`src/rtl/ssp_pkg.sv`:
```
// Shared definitions for the SSP transmit path.
// Holds the frame width default, the bit-counter width and the FSM state type.
package ssp_pkg;

    // Width of the bit counter needed to index a frame of w bits.
    function automatic int unsigned cnt_width(input int unsigned w);
        return (w > 1) ? $clog2(w) : 1;
    endfunction

    localparam int unsigned SSP_DATA_W = 8;
    localparam int unsigned SSP_CNT_W  = cnt_width(SSP_DATA_W);

    typedef enum logic [1:0] {
        StIdle  = 2'd0,
        StSync  = 2'd1,
        StShift = 2'd2
    } ssp_state_e;

endpackage

```
`src/rtl/ssp_clkgen.sv`:
```
// PCLK/2 divider for the SSP serial clock.
// Ports:
//   pclk      - system clock
//   clear_b   - asynchronous active-low reset
//   sspclkout - free-running serial clock, 0 in reset
//   rise      - high during the PCLK cycle whose closing posedge drives sspclkout 0->1
module ssp_clkgen (
    input  logic pclk,
    input  logic clear_b,
    output logic sspclkout,
    output logic rise
);

    logic clk_q;

    always_ff @(posedge pclk or negedge clear_b) begin
        if (!clear_b) begin
            clk_q <= 1'b0;
        end else begin
            clk_q <= ~clk_q;
        end
    end

    assign sspclkout = clk_q;
    // The next posedge is a rise edge exactly when the divided clock is currently low.
    assign rise      = ~clk_q;

endmodule

```
`src/rtl/ssp_tx_logic.sv`:
```
// SSP (Motorola-style frame) transmit logic.
// Pulls words from a transmit FIFO and shifts them out MSB first on SSPTXD, with a
// one-period frame sync on SSPFSSOUT. Back-to-back words are sent without gaps; the
// sync pulse for a following word overlaps the LSB of the current one.
// Ports:
//   PCLK      - system clock
//   CLEAR_B   - asynchronous active-low reset
//   TX_DATA   - head word of the transmit FIFO
//   TX_EMPTY  - transmit FIFO empty flag
//   TX_POP    - one-PCLK pop strobe to the FIFO
//   SSPCLKOUT - serial clock (PCLK/2)
//   SSPFSSOUT - frame sync
//   SSPTXD    - serial data
//   SSPOE_B   - active-low output enable for SSPTXD
//   TX_BUSY   - transmitter not idle
module ssp_tx_logic
    import ssp_pkg::*;
#(
    parameter int unsigned DATA_W = SSP_DATA_W
) (
    input  logic              PCLK,
    input  logic              CLEAR_B,
    input  logic [DATA_W-1:0] TX_DATA,
    input  logic              TX_EMPTY,
    output logic              TX_POP,
    output logic              SSPCLKOUT,
    output logic              SSPFSSOUT,
    output logic              SSPTXD,
    output logic              SSPOE_B,
    output logic              TX_BUSY
);

    localparam int unsigned CNT_W = cnt_width(DATA_W);
    localparam logic [CNT_W-1:0] CNT_MSB = CNT_W'(DATA_W - 1);

    ssp_state_e        state_q;
    logic [DATA_W-1:0] shift_q;
    logic [CNT_W-1:0]  cnt_q;
    logic              fss_q;
    logic              txd_q;
    logic              oe_b_q;
    logic              pop_q;
    logic              rise;

    ssp_clkgen u_clkgen (
        .pclk      (PCLK),
        .clear_b   (CLEAR_B),
        .sspclkout (SSPCLKOUT),
        .rise      (rise)
    );

    always_ff @(posedge PCLK or negedge CLEAR_B) begin
        if (!CLEAR_B) begin
            state_q <= StIdle;
            shift_q <= '0;
            cnt_q   <= '0;
            fss_q   <= 1'b0;
            txd_q   <= 1'b0;
            oe_b_q  <= 1'b1;
            pop_q   <= 1'b0;
        end else begin
            // Pop strobe lasts one PCLK: it is cleared on the non-rise edge that follows.
            pop_q <= 1'b0;
            if (rise) begin
                unique case (state_q)
                    StIdle: begin
                        txd_q <= 1'b0;
                        if (!TX_EMPTY) begin
                            shift_q <= TX_DATA;
                            pop_q   <= 1'b1;
                            fss_q   <= 1'b1;
                            oe_b_q  <= 1'b0;
                            state_q <= StSync;
                        end else begin
                            fss_q  <= 1'b0;
                            oe_b_q <= 1'b1;
                        end
                    end
                    StSync: begin
                        fss_q   <= 1'b0;
                        txd_q   <= shift_q[DATA_W-1];
                        cnt_q   <= CNT_MSB;
                        state_q <= StShift;
                    end
                    StShift: begin
                        if (cnt_q != '0) begin
                            cnt_q <= cnt_q - 1'b1;
                            txd_q <= shift_q[cnt_q - 1'b1];
                            // Bit-0 edge: shift_q[0] is already captured into txd_q above,
                            // so the next word can be loaded in the same edge.
                            if (cnt_q == CNT_W'(1) && !TX_EMPTY) begin
                                shift_q <= TX_DATA;
                                pop_q   <= 1'b1;
                                fss_q   <= 1'b1;
                            end
                        end else if (fss_q) begin
                            // A word was loaded on the bit-0 edge: go straight to its MSB.
                            fss_q <= 1'b0;
                            txd_q <= shift_q[DATA_W-1];
                            cnt_q <= CNT_MSB;
                        end else begin
                            txd_q   <= 1'b0;
                            oe_b_q  <= 1'b1;
                            state_q <= StIdle;
                        end
                    end
                    default: begin
                        state_q <= StIdle;
                    end
                endcase
            end
        end
    end

    assign TX_POP    = pop_q;
    assign SSPFSSOUT = fss_q;
    assign SSPTXD    = txd_q;
    assign SSPOE_B   = oe_b_q;
    assign TX_BUSY   = (state_q != StIdle);

endmodule

```
`config.mk`:
```
export PLATFORM = sky130hd
export DESIGN_NAME = ssp_tx_logic
export DESIGN_NICKNAME = d
export VERILOG_FILES = /design/src/rtl/ssp_pkg.sv /design/src/rtl/ssp_clkgen.sv /design/src/rtl/ssp_tx_logic.sv
export SDC_FILE = /design/constraint.sdc
export NUM_CORES = 1
export LEC_CHECK = 0
export BUFFER_PORTS_ARGS = -buffer_cell sky130_fd_sc_hd__buf_2
export CAP_MARGIN = 20
export CORE_ASPECT_RATIO = 0.7
export CORE_MARGIN = 1
export CORE_UTILIZATION = 54
export DETAILED_ROUTE_END_ITERATION = 8
export GPL_TIMING_DRIVEN = 0
export PLACE_DENSITY = 0.81
export SLEW_MARGIN = 10
export SYNTH_ARGS = -nofsm -noshare
export SYNTH_HDL_FRONTEND = slang
export SYNTH_SLANG_ARGS = --single-unit
```
`constraint.sdc`:
```
create_clock -name PCLK -period 2.9 [get_ports PCLK]
set_clock_uncertainty 0.15 [all_clocks]
set_input_delay 0.58 -clock PCLK [delete_from_list [all_inputs] [get_ports PCLK]]
set_output_delay 0.58 -clock PCLK [all_outputs]
set_load 0.01 [all_outputs]
```
# Word-level counts from Yosys, hierarchy flattened
# Index checks and enable logic that the tools add are counted.
[op_classes]
n_mux = 28
n_reduce_logical = 14
bitwise_logic = 1
addsub = 1
order_cmp = 1
n_eq_ne = 10
[op_table]
columns = ["operator", "count"]
rows = [
  ["two-way mux 8 bit", 3],
  ["case mux 8 bit (2 select lines)", 1],
  ["two-way mux 1 bit", 12],
  ["inequality test 2 bit, second input constant", 5],
  ["AND reduction 4 bit", 2],
  ["two-way mux 2 bit", 3],
  ["two-way mux 3 bit", 2],
  ["inequality test 3 bit, second input constant", 2],
  ["case mux 1 bit (3 select lines)", 2],
  ["case mux 2 bit (3 select lines)", 1],
  ["case mux 3 bit (2 select lines)", 1],
  ["AND reduction 3 bit", 2],
  ["nonzero test 2 bit", 3],
  ["nonzero test 3 bit", 2],
  ["AND reduction 5 bit", 1],
  ["less-than comparator 3 x 4 -> 1 bit, second input constant", 1],
  ["case mux 1 bit (2 select lines)", 2],
  ["binary-select mux 1 bit (select 3 bit)", 1],
  ["equality test 3 x 1 -> 1 bit, second input constant", 1],
  ["subtractor 3 x 1 -> 3 bit, second input constant", 1],
  ["equality test 2 x 1 -> 1 bit, second input constant", 1],
  ["equality test 2 bit, second input constant", 1],
  ["logical NOT 2 bit", 1],
  ["AND reduction 2 bit", 1],
  ["other kinds (3)", 3],
]
[word_totals]
ff_bits = 18
word_cells = 63

# Longest topological paths before layout
# Gate-level depths: netlist (run 1).
[logic_depth]
word_depth = 6
mapped_depth = 8

# Hierarchy
# From an unflattened synthesis (run 1), not the netlist that was laid out.
[hier_totals]
hier_cells = 87
area_unflattened_um2 = 1031.0
[by_module_without_submodules]
columns = ["module", "cells_per_inst", "instances", "area_per_inst_um2", "seq_area_each_um2"]
rows = [
  ["ssp_tx_logic", 85, 1, 1002.2, 426.7],
  ["ssp_clkgen", 2, 1, 28.8, 25.0],
]

# Worst setup path before layout (run 1)
# No wires, ideal clock.
[synth_timing]
kind = "reg-to-reg"
start = "reg cnt_q[0]"
end = "reg shift_q[0]"
required_time_ns = 2.625
setup_ns = 0.125
arrival_time_ns = 1.858
n_path_buf = 1
path_slack_ns = 0.767
stages_incl_launch_ff = 7
path_cell_list = "dfrtp_1 -> ha_1 -> or3b_1 -> or3_1 -> a21bo_1 -> buf_6 -> mux2_4"
[synth_between]
elab_chain_len = 4
[synth_rtl]
columns = ["element", "line", "rtl"]
rows = [
  ["start: declaration", "ssp_tx_logic.sv:38", "logic [CNT_W-1:0] cnt_q;"],
  ["start signal: assignment", "ssp_tx_logic.sv:87", "cnt_q <= cnt_q - 1'b1;"],
  ["equality test 3 x 1 -> 1 bit", "ssp_tx_logic.sv:91", "if (cnt_q == CNT_W'(1) && !TX_EMPTY) begin"],
  ["logical AND 1 bit", "ssp_tx_logic.sv:91", ""],
  ["inequality test 2 bit (no line)", "-", ""],
  ["AND reduction 5 bit (no line) (*)", "-", ""],
  ["end signal: assignment", "ssp_tx_logic.sv:55", "shift_q <= '0;"],
  ["end signal: assignment", "ssp_tx_logic.sv:69", "shift_q <= TX_DATA;"],
  ["end signal: assignment", "ssp_tx_logic.sv:92", "shift_q <= TX_DATA;"],
  ["end: declaration", "ssp_tx_logic.sv:37", "logic [DATA_W-1:0] shift_q;"],
]
# Every way passes the cells marked *; elsewhere a longest branch is shown, timed or not.
# A chain may end at the register's enable or synchronous reset.

# Worst setup path in the final report (run 1)
[layout_timing]
start = "reg cnt_q[0]"
end = "reg shift_q[4]"
# Same word-level chain as after synthesis.

==> metrics.csv, run 1 <==
metric,value,unit
coreArea,0.001697,mm^2
synthTopCellsByCount,"17 x dfrtp_1, 9 x ha_1, 8 x mux2_4",
dieHeight,38.76,um
netlist.top_cell.by_area,dfrtp_1,
synthCells,87,
max_slew.worst_pin.slew,0.4020,ns
diodes,0,
cts_buffer_depth,2,
hold_path.class,in -> async,
synthesis.nets,107,
status,completed,
async_reset_ff_frac,1.000,
synth_area_leaders,"dfrtp_1 41%, mux2_4 12%, ha_1 11%, mux4_2 4.3%, o21a_1 2.9%",
vias,677,
antenna_found_initial,0,
avgSynthCellArea,11.98,um^2
place_congestion,0.8051,
power.density_cell_area,903.0,mW/mm^2
synth_ff_type,dfrtp_1,
fin_util,0.6925,
slew_headroom,0.7320,
grt_pass1_wl,2980,um
cts_post_setup_buffers_inserted,0,
yosys.cell_count.top_type,dfrtp_1,
cp_max_fo,8,
ys_ff_latch,18,
worstSkewPairLatency,0.29,ns
die_area,0.002113,mm^2
drive_above_1_share,0.3458,
synth_area,0.001042,mm^2
cts.clk_slew.worst_paths,0.10,ns
track_usage,0.2110,
fillers,129,
post_cts_resized,0,
setup_viol,0,
yosysTopAreaCellShare,0.4082,
synth_warnings,0,
synth_edf_count,0,
grt_pass1_vias,654,
ir_worst_vdd,0.0005103,V
worstSetupEndpointType,flip-flop,
startpoint_type,flip-flop,
port_buffers,16,
path_class,reg -> reg,
drt-vias-per-instance,5.289,
io_pins,17,
place_inst,124,
root_buffer,clkbuf_4,
finalCritPeriodShare,0.7838,
hold_buffers,0,
tns,0,ns
hold_viol,0,
grt_max_degree,19,
drt_iter0_markers,23,
stdcell_count,128,
fin_crit,2.273,ns
cts.sinks,18,
grt.overflow.total,0,
row_count,12,
synth_cell_types,30,
wl,1852,um
antenna_left,0,
cap_violations,0,
place_hpwl,1443,um
cts_max_level,1,
rsz0062_at_grt,no,
arrival,2.30,ns
power.leakage,0.5779,nW
yosysSeqAreaShare,0.4334,
firstDrtPassIters,4,
cts_tree,built,
final_nets,128,
cts-buffers-inserted,3,
whs,0.04713,ns
drv_slew,0,
clock.fmax,0.4399,GHz
worstPathRequired,2.93,ns
drc_errors,0,
initial_core_util,0.6143,
syn_to_final_growth,12.73,%
avgRoutedWirePerCell,14.47,um
die_x,54.51,um
## cell usage in the layout (no fill, tap or decap), types with 2 or more instances in the layout
master / count
a21oi_1: 4
a31oi_1: 2
buf_2: 16
clkbuf_4: 3
dfrtp_1: 17
ha_1: 9
inv_1: 7
mux2_2: 2
mux2_4: 8
mux4_2: 2
nand2_1: 3
nand2b_1: 2
nand4_1: 3
nor2_1: 4
nor2b_1: 2
o21a_1: 4
o21ai_0: 3
## path summary, 6_finish.rpt
path	depth (start not counted)	slack (ns)	end	from
max in group asynchronous	1	2.22	SSPOE_B	CLEAR_B
worst max-delay path	6	0.63	shift_q[4]	cnt_q[0]
worst min-delay path	1	0.05	shift_q[0]	CLEAR_B
worst min register to register	1	0.36	cnt_q[1]	cnt_q[1]
worst max register to register	6	0.63	shift_q[4]	cnt_q[0]
min in group PCLK	2	0.36	shift_q[1]	TX_DATA[1]
## kinds of logic (layout without fill, tap and decap cells)
family	after synthesis	in the layout	synth area share
AOI/OAI and AO/OA	16	16	0.1020
xor gates and xnor gates	1	1	0.008405
adders and majority gates	9	9	0.1080
buffers and inverters	9	29	0.04322
DFF	18	18	0.4334
muxes	12	12	0.1801
and+or+nand+nor	22	22	0.1248
## metrics by stage
| step | instance area [um^2] | power [mW] | setup WS, ns |
|---|---|---|---|
| finish | 1175 | 1.061 | 0.6269 |
| global route | 1175 | 1.149 | 0.4995 |
| CTS | 1175 | 1.065 | 0.6225 |
| detailed placement | 1149 | 0.9338 | 0.5633 |
| global placement | 1149 | 0.9156 | 0.5973 |
| floorplan | 1042 | 0.8046 | 0.7672 |
## sequential cells by signal, summed over array words and instances (netlist names)
name                cells
SSPTXD                  1
u_clkgen.sspclkout      1
cnt_q                   3
SSPOE_B                 1
SSPFSSOUT               1
state_q                 2
TX_POP                  1
shift_q                 8
## metal layers
| metal | global-route usage | up-vias | part of all wire |
|---|---|---|---|
| li1 | - | 348 | - |
| met1 | 0.2652 | 309 | 0.50 |
| met2 | 0.3354 | 16 | 0.45 |
| met3 | 0.08627 | 4 | 0.048 |
| met4 | 0.05128 | 0 | 0.0070 |
| met5 | 0 | - | 0 |
## critical path: stages, from the launching register on
cell and delay, ns:
dfrtp_1 0.47, ha_1 0.19, or3b_1 0.36, or3_1 0.35, a21bo_1 0.19, buf_6 0.15, mux2_4 0.30
## power breakdown
part	internal (mW)	switching, mW	total (mW)
sequential	0.365	0.0910	0.456
clock	0.0535	0.0728	0.126
combinational	0.272	0.206	0.479
total	0.691	0.370	1.06
## layout make-up
| cell class | count | area [um^2] | share of cell area |
|---|---|---|---|
| Clock buffer | 4 | 26.28 | 0.02236 |
| Tap cell | 21 | 26.28 | 0.02236 |
| Buffer | 2 | 18.77 | 0.01597 |
| Multi-Input combinational cell | 60 | 545.5 | 0.4643 |
| Inverter | 7 | 26.28 | 0.02236 |
| Timing Repair Buffer | 16 | 80.08 | 0.06816 |
| Sequential cell | 18 | 451.7 | 0.3845 |
Note: power is estimated with default switching activity, not from simulation.
==> run 2: changes to the inputs <==
==> constraint.sdc (replaced) <==
create_clock -name PCLK -period 2.3 [get_ports PCLK]
set_clock_uncertainty 0.15 [all_clocks]
set_input_delay 0.46 -clock PCLK [delete_from_list [all_inputs] [get_ports PCLK]]
set_output_delay 0.46 -clock PCLK [all_outputs]
set_load 0.01 [all_outputs]
==> metrics.csv, run 2 (synthesis results as in run 1) <==
metric,value,unit
hold_path.class,in -> reg,
max_slew.worst_pin.slew,0.4030,ns
grt_pass1_vias,666,
slew_headroom,0.7314,
avgRoutedWirePerCell,14.45,um
row_count,12,
wirelength_met1,892,um
crit_end,shift_q[4],
grt_pass1_wl,3008,um
p_switching,0.4724,mW
drt-vias-per-instance,5.338,
worstSkewPairLatency,0.29,ns
cts_buffer_depth,2,
worstSetupStartpoint,cnt_q[1],
worstPathRequired,2.33,ns
cts_max_level,1,
power_frac_comb,0.457,
layout_common_cells,"16 x dfrtp_1, 16 x buf_2, 9 x ha_1",
top_regs,"shift_q: 8 flops, cnt_q: 3 flops, state_q: 2 flops",
tns,0,ns
fillers,123,
intPower,0.8865,mW
place_hpwl,1443,um
port_buffers,16,
power.leakage,0.5870,nW
wl,1879,um
regMostFlops,shift_q,
p_seq_frac,0.427,
arrival,2.25,ns
dieHeight,38.76,um
finalCritPeriodShare,0.9650,
fin_crit,2.219,ns
antenna_left,0,
r2r-end,shift_q[4],
drc_errors,0,
path_class,reg -> reg,
diodes,0,
cts.sinks,18,
grt_max_degree,19,
initial_core_util,0.6143,
clock.fmax,0.4506,GHz
die_area,0.002113,mm^2
finalPower,1.359,mW
stdcell_count,130,
cts_tree,built,
power.density_cell_area,1131,mW/mm^2
wl_met3,126,um
cts-buffers-inserted,3,
ir_worst_vdd,0.0006518,V
antenna_found_initial,0,
whs,0.2404,ns
coreArea,0.001697,mm^2
setup_viol,0,
fin_util,0.7080,
cap_violations,0,
r2r_cells,7,
cp_max_fo,8,
rrSetupSlack,0.08,ns
top_layer,met4,
drive_above_1_share,0.3945,
firstDrtPassIters,4,
hold_viol,0,
track_usage,0.2127,
vias,694,
drv_slew,0,
io_pins,17,
drt_iter0_markers,14,
root_buffer,clkbuf_4,
route.met2.wl,846,um
timing.rr.start,cnt_q[1],
startpoint_type,flip-flop,
syn_to_final_growth,15.25,%
rsz0062_at_grt,no,
status,completed,
largest_reg_flops,8,
place_congestion,0.8051,
grt.overflow.total,0,
worstSetupEndpointType,flip-flop,
clockPowerShare,0.116,
cts.clk_slew.worst_paths,0.10,ns
final_nets,130,
place_inst,124,
die_x,54.51,um
swShare,0.3476,
## run 2: layout make-up
type,instances,area [um^2],share of cell area
buffer,2,18.77,0.01563
timing repair buffer,18,97.59,0.08125
inverter,7,26.28,0.02188
clock buffer,4,26.28,0.02188
multi-input combinational,60,553.0,0.4604
tap,21,26.28,0.02188
sequential,18,452.9,0.3771
## run 2: critical path, stage by stage (launching register included)
cell     delay, ns
dfrtp_1       0.40
inv_2         0.08
ha_1          0.14
or3b_4        0.37
or3_4         0.34
a21bo_1       0.18
buf_6         0.15
mux2_4        0.30
## run 2: through the flow
stage	setup slack, ns	instance area [um^2]
2_1_floorplan	0.1672	1042
3_3_place_gp	0.07378	1149
3_5_place_dp	0.04078	1149
4_1_cts	0.02254	1185
5_1_grt	0.01650	1201
6_report	0.08054	1201
## run 2: power by group through the flow
stage | Clock, mW | Combinational, mW | Sequential, mW
final | 0.158 | 0.621 | 0.580
after global routing | 0.181 | 0.687 | 0.605
after CTS | 0.166 | 0.603 | 0.574
after detailed placement | 0 | 0.599 | 0.578
after global placement | 0 | 0.580 | 0.574
after floorplan | 0 | 0.451 | 0.563
## run 2: timing repair
| action | 4_1_cts | 5_1_grt |
|---|---|---|
| hold buffers | 1 | 0 |
| endpoints found under the setup margin | 0 | 8 |
| buffers inserted | 0 | 1 |
| hold endpoints to repair | 17 | 0 |
| gates resized for setup | 0 | 5 |
## run 2: layer usage
metal  track usage  vias to the layer above
met5             0                        -
met4       0.05128                        0
met3       0.08627                        4
met2        0.3415                       25
met1        0.2652                      312
li1              -                      353
## run 2: worst min path at each step
stage                           from    endpoint  slack, ns  cells after the start
after detailed placement     CLEAR_B  shift_q[2]       0.26                      1
after CTS                 TX_DATA[1]  shift_q[1]       0.24                      2
after global placement       CLEAR_B  shift_q[3]       0.25                      1
final                     TX_DATA[1]  shift_q[1]       0.24                      2
after floorplan              CLEAR_B   SSPFSSOUT       0.01                      0
after global routing      TX_DATA[1]  shift_q[1]       0.22                      2
